`config.mk`:
```
export PLATFORM = sky130hd
export DESIGN_NAME = mem_arbiter
export DESIGN_NICKNAME = d
export VERILOG_FILES = /design/src/rtl/mem_arbiter.sv
export SDC_FILE = /design/constraint.sdc
export NUM_CORES = 1
export LEC_CHECK = 0
export BUFFER_PORTS_ARGS = -buffer_cell sky130_fd_sc_hd__buf_2
export CORE_AREA = 5 5 119 121
export CTS_CLUSTER_SIZE = 20
export DETAILED_ROUTE_END_ITERATION = 10
export DIE_AREA = 0 0 124 126
export GPL_TIMING_DRIVEN = 0
export PLACE_DENSITY = 0.65
export SYNTH_ARGS = -nofsm -noshare
export SYNTH_HDL_FRONTEND = slang
export SYNTH_SLANG_ARGS = --single-unit
```
`constraint.sdc`:
```
create_clock -name clk -period 1.55 [get_ports clk]
set_input_delay 0.0775 -clock clk [delete_from_list [all_inputs] [get_ports clk]]
set_output_delay 0.0775 -clock clk [all_outputs]
set_load 0.05 [all_outputs]
```
`src/rtl/mem_arbiter.sv`:
```
// Two-to-one arbiter merging instruction-side and data-side requests onto one
// memory port; one transaction in flight, request fields registered at grant.
module mem_arbiter #(
    parameter bit ROUND_ROBIN = 1'b1,
    parameter bit DMEM_FIRST  = 1'b1
) (
    input  logic        clk,
    input  logic        rst,

    input  logic        imem_valid,
    input  logic        imem_instr,
    input  logic [31:0] imem_addr,
    input  logic [31:0] imem_wdata,
    input  logic [3:0]  imem_wstrb,
    output logic [31:0] imem_rdata,
    output logic        imem_ready,

    input  logic        dmem_valid,
    input  logic        dmem_instr,
    input  logic [31:0] dmem_addr,
    input  logic [31:0] dmem_wdata,
    input  logic [3:0]  dmem_wstrb,
    output logic [31:0] dmem_rdata,
    output logic        dmem_ready,

    output logic        mem_valid,
    output logic        mem_instr,
    output logic [31:0] mem_addr,
    output logic [31:0] mem_wdata,
    output logic [3:0]  mem_wstrb,
    input  logic [31:0] mem_rdata,
    input  logic        mem_ready,

    output logic        busy
);

    typedef enum logic [1:0] {
        IDLE  = 2'd0,
        GNT_I = 2'd1,
        GNT_D = 2'd2
    } state_t;

    state_t      state_q, state_d;
    logic        favour_q, favour_d;   // 1 = data side wins the next contention
    logic        mem_instr_q, mem_instr_d;
    logic [31:0] mem_addr_q, mem_addr_d;
    logic [31:0] mem_wdata_q, mem_wdata_d;
    logic [3:0]  mem_wstrb_q, mem_wstrb_d;
    logic        grant_dmem;

    always_comb begin
        state_d     = state_q;
        favour_d    = favour_q;
        mem_instr_d = mem_instr_q;
        mem_addr_d  = mem_addr_q;
        mem_wdata_d = mem_wdata_q;
        mem_wstrb_d = mem_wstrb_q;
        grant_dmem  = 1'b0;

        case (state_q)
            IDLE: begin
                if (imem_valid || dmem_valid) begin
                    if (imem_valid && dmem_valid) begin
                        if (ROUND_ROBIN) begin
                            grant_dmem = favour_q;
                            favour_d   = ~favour_q;
                        end else begin
                            grant_dmem = DMEM_FIRST;
                        end
                    end else begin
                        grant_dmem = dmem_valid;
                    end

                    if (grant_dmem) begin
                        state_d     = GNT_D;
                        mem_instr_d = dmem_instr;
                        mem_addr_d  = dmem_addr;
                        mem_wdata_d = dmem_wdata;
                        mem_wstrb_d = dmem_wstrb;
                    end else begin
                        state_d     = GNT_I;
                        mem_instr_d = imem_instr;
                        mem_addr_d  = imem_addr;
                        mem_wdata_d = imem_wdata;
                        mem_wstrb_d = imem_wstrb;
                    end
                end
            end
            GNT_I, GNT_D: begin
                if (mem_ready) begin
                    state_d = IDLE;
                end
            end
            default: state_d = IDLE;
        endcase
    end

    always_ff @(posedge clk) begin
        if (rst) begin
            state_q     <= IDLE;
            favour_q    <= DMEM_FIRST;
            mem_instr_q <= 1'b0;
            mem_addr_q  <= 32'd0;
            mem_wdata_q <= 32'd0;
            mem_wstrb_q <= 4'd0;
        end else begin
            state_q     <= state_d;
            favour_q    <= favour_d;
            mem_instr_q <= mem_instr_d;
            mem_addr_q  <= mem_addr_d;
            mem_wdata_q <= mem_wdata_d;
            mem_wstrb_q <= mem_wstrb_d;
        end
    end

    assign mem_valid = (state_q != IDLE);
    assign busy      = (state_q != IDLE);
    assign mem_instr = mem_instr_q;
    assign mem_addr  = mem_addr_q;
    assign mem_wdata = mem_wdata_q;
    assign mem_wstrb = mem_wstrb_q;

    // A transaction being reset away must not report completion.
    assign imem_ready = ~rst && (state_q == GNT_I) && mem_ready;
    assign dmem_ready = ~rst && (state_q == GNT_D) && mem_ready;
    assign imem_rdata = mem_rdata;
    assign dmem_rdata = mem_rdata;

endmodule

```
After elaboration in Yosys (flattened, before gate mapping)
Index checks and enable logic that the tools add are counted.
{"block": "totals", "inputBits": 175, "register_bits": 72, "wordCells": 35}
{"block": "op_classes", "n_bitwise": 2, "reduce_logical": 12, "n_eq_ne": 4, "mux": 11}
{"cell": "32-bit two-way mux", "n": 2}
{"cell": "2-bit two-way mux", "n": 3}
{"cell": "1-bit logical AND", "n": 5}
{"cell": "1-bit two-way mux", "n": 4}
{"cell": "4-bit two-way mux", "n": 1}
{"cell": "2-bit != test, second input constant", "n": 2}
{"cell": "2-bit one-hot mux with 2 select lines", "n": 1}
{"cell": "2-bit AND reduction", "n": 2}
{"cell": "3-bit AND reduction", "n": 1}
{"cell": "2-bit by 1-bit equality test with 1-bit output, second input constant", "n": 1}
{"cell": "2-bit equality test, second input constant", "n": 1}
{"cell": "2-bit logical NOT", "n": 1}
{"cell": "1-bit NOT", "n": 2}
{"cell": "2-bit nonzero test", "n": 1}
{"cell": "2-bit OR reduction", "n": 1}
{"cell": "1-bit logical OR", "n": 1}

Depth between registers and ports, before layout
{"block": "logic_depth", "ltp_word": 7, "mapped_depth": 7, "mapped_depth_nobuf": 5}

Worst setup path before layout
Ideal clock, no wire load.
{"block": "synth_timing", "kind": "flip-flop to flip-flop", "start": "register state_q[0]", "end": "register mem_addr_q[0], in the netlist mem_addr[0]", "t_arrival_ps": 1274, "setup_time_ps": 144, "required_time_ps": 1406, "setup_slack_ps": 132, "stages_incl_launch_ff": 7, "period_less_slack_ps": 1418, "cell_sequence": "dfxtp_1 -> inv_1 -> ha_1 -> o21a_1 -> buf_2 -> buf_2 -> a311oi_2"}
{"block": "synth_between", "elab_chain_cells": 2}
{"element": "start: declaration", "line": "43", "source": "state_t state_q, state_d;"}
{"element": "start signal: assignment", "line": "107", "source": "state_q <= state_d;"}
{"element": "2-bit logical NOT", "line": "60", "source": "case (state_q)"}
{"element": "2-bit AND reduction (no source line)"}
{"element": "end signal: assignment", "line": "110", "source": "mem_addr_q <= mem_addr_d;"}
{"element": "end: declaration", "line": "46", "source": "logic [31:0] mem_addr_q, mem_addr_d;"}
No other way between the ends.
A chain may end at the register's enable or synchronous reset.

Worst setup path in the final report
{"block": "layout_timing", "start": "register state_q[0]", "end": "register state_q[0]"}
{"block": "layout_between", "elab_chain_cells": 4}
{"element": "2-bit by 1-bit equality test with 1-bit output / 2-bit equality test (equally long branches)", "line": "60"}
{"element": "2-bit OR reduction", "line": "60"}
{"element": "2-bit != test (no source line)"}
{"element": "2-bit AND reduction (no source line)"}
Several ways; a longest one is shown, not always the timed one.

==> key figures <==
Detailed routing
  – DRT iter0 DRCs: 283
  – Post-DR vias/cell: 4.85
  – Antenna viol nets, final: 0
  – Drc violations: 0
  – Total Wirelength: 16300 um
  – Vias post-DR: approximately 4700
  – Routed wire per std cell: 16.9 um
  – DRT Pass-1 Iters: 5

Worst setup path
  – CP max stage delay: 0.38 ns
  – Crit path cell chain: inv_2, ha_1, nor2b_1, a2111o_1, a21oi_1
  – CP Capture Type: flip-flop
  – Family with the most delay on the worst path: compound AO/OA/AOI/OAI gates
  – Crit path DAT: 1.69 ns
  – Worst-path fanout max: 4
  – Worst Path Buf+Inv: 1
  – CP startpoint kind: flip-flop
  – Crit path kind: flip-flop to flip-flop
  – Slowest-stage cell, CP: a2111o_1
  – Worst EP required: 1.79 ns

GRT
  – Largest net degree at the start of global routing: 12
  – Antenna violations before repair: 1
  – Number of global-route vias before repair: 4596
  – First-pass GRT wire length: approximately 24000 um
  – Total congestion overflow: 0
  – GRT Util Overall: 0.197

Clock tree
  – CTS H-tree depth: 3
  – Clk slew on worst S/H paths: 0.06 ns
  – Worst skew pair latency: 0.33 ns
  – TritonCTS Buffers: 9
  – TritonCTS clock tree: done
  – Root buffer cell: clkbuf_16
  – Clock sink count: 72
  – Clk buf depth: 2
  – Post-CTS Setup Repair Bufs: 0

Die
  – Starting density of the core: 0.308
  – Core area: between 10000 and 15000 um^2
  – Die Span X: 124 um
  – IO Pins: approximately 310
  – Die Height: 126 um
  – Site Rows: 42
  – Die area: 15600 um^2

Cells and area
  – Syn-to-layout area delta: 49.3%
  – Share of layout cells above drive strength 1: 0.529
  – # diodes: 0
  – Nets@finish: 959

Power and ir drop
  – Switch share: 0.429
  – Pwr Total: 7710 uW
  – Seq pwr share: 0.301
  – Switch Pwr: between 3000 and 4000 uW
  – Clock power share: 0.261
  – Lkg Pwr: 0.00294 uW
  – P_int: 4400 uW
  – VDD IR max: 0.422 mV
  – Pwr/cell area: 1290 nW/um^2
  – Comb pwr share: 0.438

Run
  – Max Cap Viol: 0

STA
  – Slew margin rel.: 0.552
  – Final setup margin: 0.103 ns
  – Skew final: 0.00418 ns
  – Sum Neg Setup Slack: 0 ns
  – Final setup vio count: 0
  – Slew Limit Fails: 0
  – Final Cycle Share: 0.934
  – Hold Vio Cnt, Final: 0
  – Maximum clock rate: 691 MHz
  – Minimum clock period: 1.45 ns
  – Worst-margin pin slew: between 0.6 and 0.7 ns
  – Unrepaired setup endpoints after global routing: no

Synthesis
  – Post-synthesis sequential element count: 72
  – Syn_nets: 669
  – Seq/Total Area, Yosys: 0.360
  – Syn Std Cell Area: 4000 um^2
  – Netlist cell types: 24
  – Synth warnings: 0
  – Synth Area per Inst: 8.16 um^2
  – Synthesized instance count: 490

Place
  – Place WS: -0.143 ns
  – I/O Buffers: roughly 280
  – DPL Wire Length: 12700 um
  – GPL Wtd Cong: 0.804

Outcome
  – Outcome: finished, final reports clean

Min path
  – Worst min path class: primary input to flip-flop
==> worst min-delay path: stages <==
cell,delay [ns]
buf_2,0.09
nand3_1,0.05
a311oi_1,0.08
==> flip-flops by register name (all words and copies together) (netlist names) <==
register / count
mem_wstrb: 4
mem_addr: 32
mem_wdata: 32
favour_q: 1
mem_instr: 1
state_q: 2
==> metrics by stage <==
step	util	cells	instance area [um^2]	hold slack, ns
2_1_floorplan	-	490	4000	0.251
3_3_place_gp	0.432	944	5610	0.360
3_5_place_dp	0.432	944	5610	0.360
4_1_cts	0.458	961	5950	0.00587
5_1_grt	0.460	961	5970	0.0173
6_report	0.460	961	5970	0.0199
==> area by class of cell <==
class | instances | area, um^2
plain buffers | 118 | 805
clock inverters | 4 | 45.0
repair buffers | 279 | 1400
inverters | 4 | 15.0
clock buffers | 12 | 236
flip-flops and latches | 72 | 1440
well taps | 176 | 220
multi-input cells | 296 | 1810
fillers | 1375 | 7010
==> layout by cell type, fill, tap and decap left out, drive strengths merged <==
cell type,netlist,routed
a2111o,1,1
a21oi,2,2
a311oi,69,69
and2b,1,1
and3b,2,2
buf,103,381
bufinv,0,1
clkbuf,15,28
clkinv,0,3
dfxtp,72,72
ha,4,4
inv,4,4
nand2b,2,2
nand3,70,70
nand4b,1,1
nor2,69,69
nor2b,1,1
nor3b,1,1
o21a,1,1
o21ai,71,71
xor2,1,1
==> cell usage after synthesis (all sizes together) <==
cell / n / area (um^2)
nor2: 69 / 259
dfxtp: 72 / 1440
a21oi: 2 / 10.0
buf: 103 / 707
o21a: 1 / 7.51
a2111o: 1 / 11.3
ha: 4 / 50.1
a311oi: 69 / 667
nor3b: 1 / 7.51
o21ai: 71 / 355
clkbuf: 15 / 56.3
nand3: 70 / 350
inv: 4 / 15.0
and2b: 1 / 8.76
nand2b: 2 / 12.5
xor2: 1 / 8.76
and3b: 2 / 17.5
nand4b: 1 / 8.76
nor2b: 1 / 6.26
==> power groups by stage <==
stage | Clock [uW] | Sequential [uW] | Combinational (uW)
after floorplan | 0 | 3370 | 1420
after global placement | 0 | 2350 | 3300
after detailed placement | 0 | 2360 | 3310
after CTS | 2060 | 2320 | 3380
after global routing | 2140 | 2350 | 3590
final | 2020 | 2320 | 3380
==> kinds of logic (layout without fill, tap and decap cells) <==
kind of cell | count (synthesis) | count (layout) | share of synthesized area
adders and majority gates | 4 | 4 | 0.0125
buffers and inverters | 122 | 417 | 0.195
and+or+nand+nor | 147 | 147 | 0.168
AOI/OAI and AO/OA | 144 | 144 | 0.263
xor gates and xnor gates | 1 | 1 | 0.00219
DFF | 72 | 72 | 0.360
==> timing repair <==
| action | in CTS | in global routing |
|---|---|---|
| cloned | 1 | 0 |
| pin swaps | 0 | 6 |
| resized for setup | 15 | 9 |
| hold buffers | 0 | 0 |
| hold endpoints to repair | 0 | 0 |
| setup endpoints to repair | 61 | 52 |
==> path summary, 6_finish.rpt <==
kind,startpoint,endpoint,slack (ns),cells after the start
setup reg to reg,state_q[0],state_q[0],0.10,5
setup / recovery,state_q[0],state_q[0],0.10,5
hold / removal,dmem_addr[28],mem_addr[28],0.02,3
hold reg to reg,mem_wdata[16],mem_wdata[16],0.48,2
==> routing by layer <==
metal	global-route usage	routed length (um)	part of all wire
met2	0.339	8080	0.50
met3	0.0623	1470	0.090
met4	0.0515	215	0.013
met1	0.235	6480	0.40
met5	0	11	0.00068
Power figures use the tool's default switching activity.
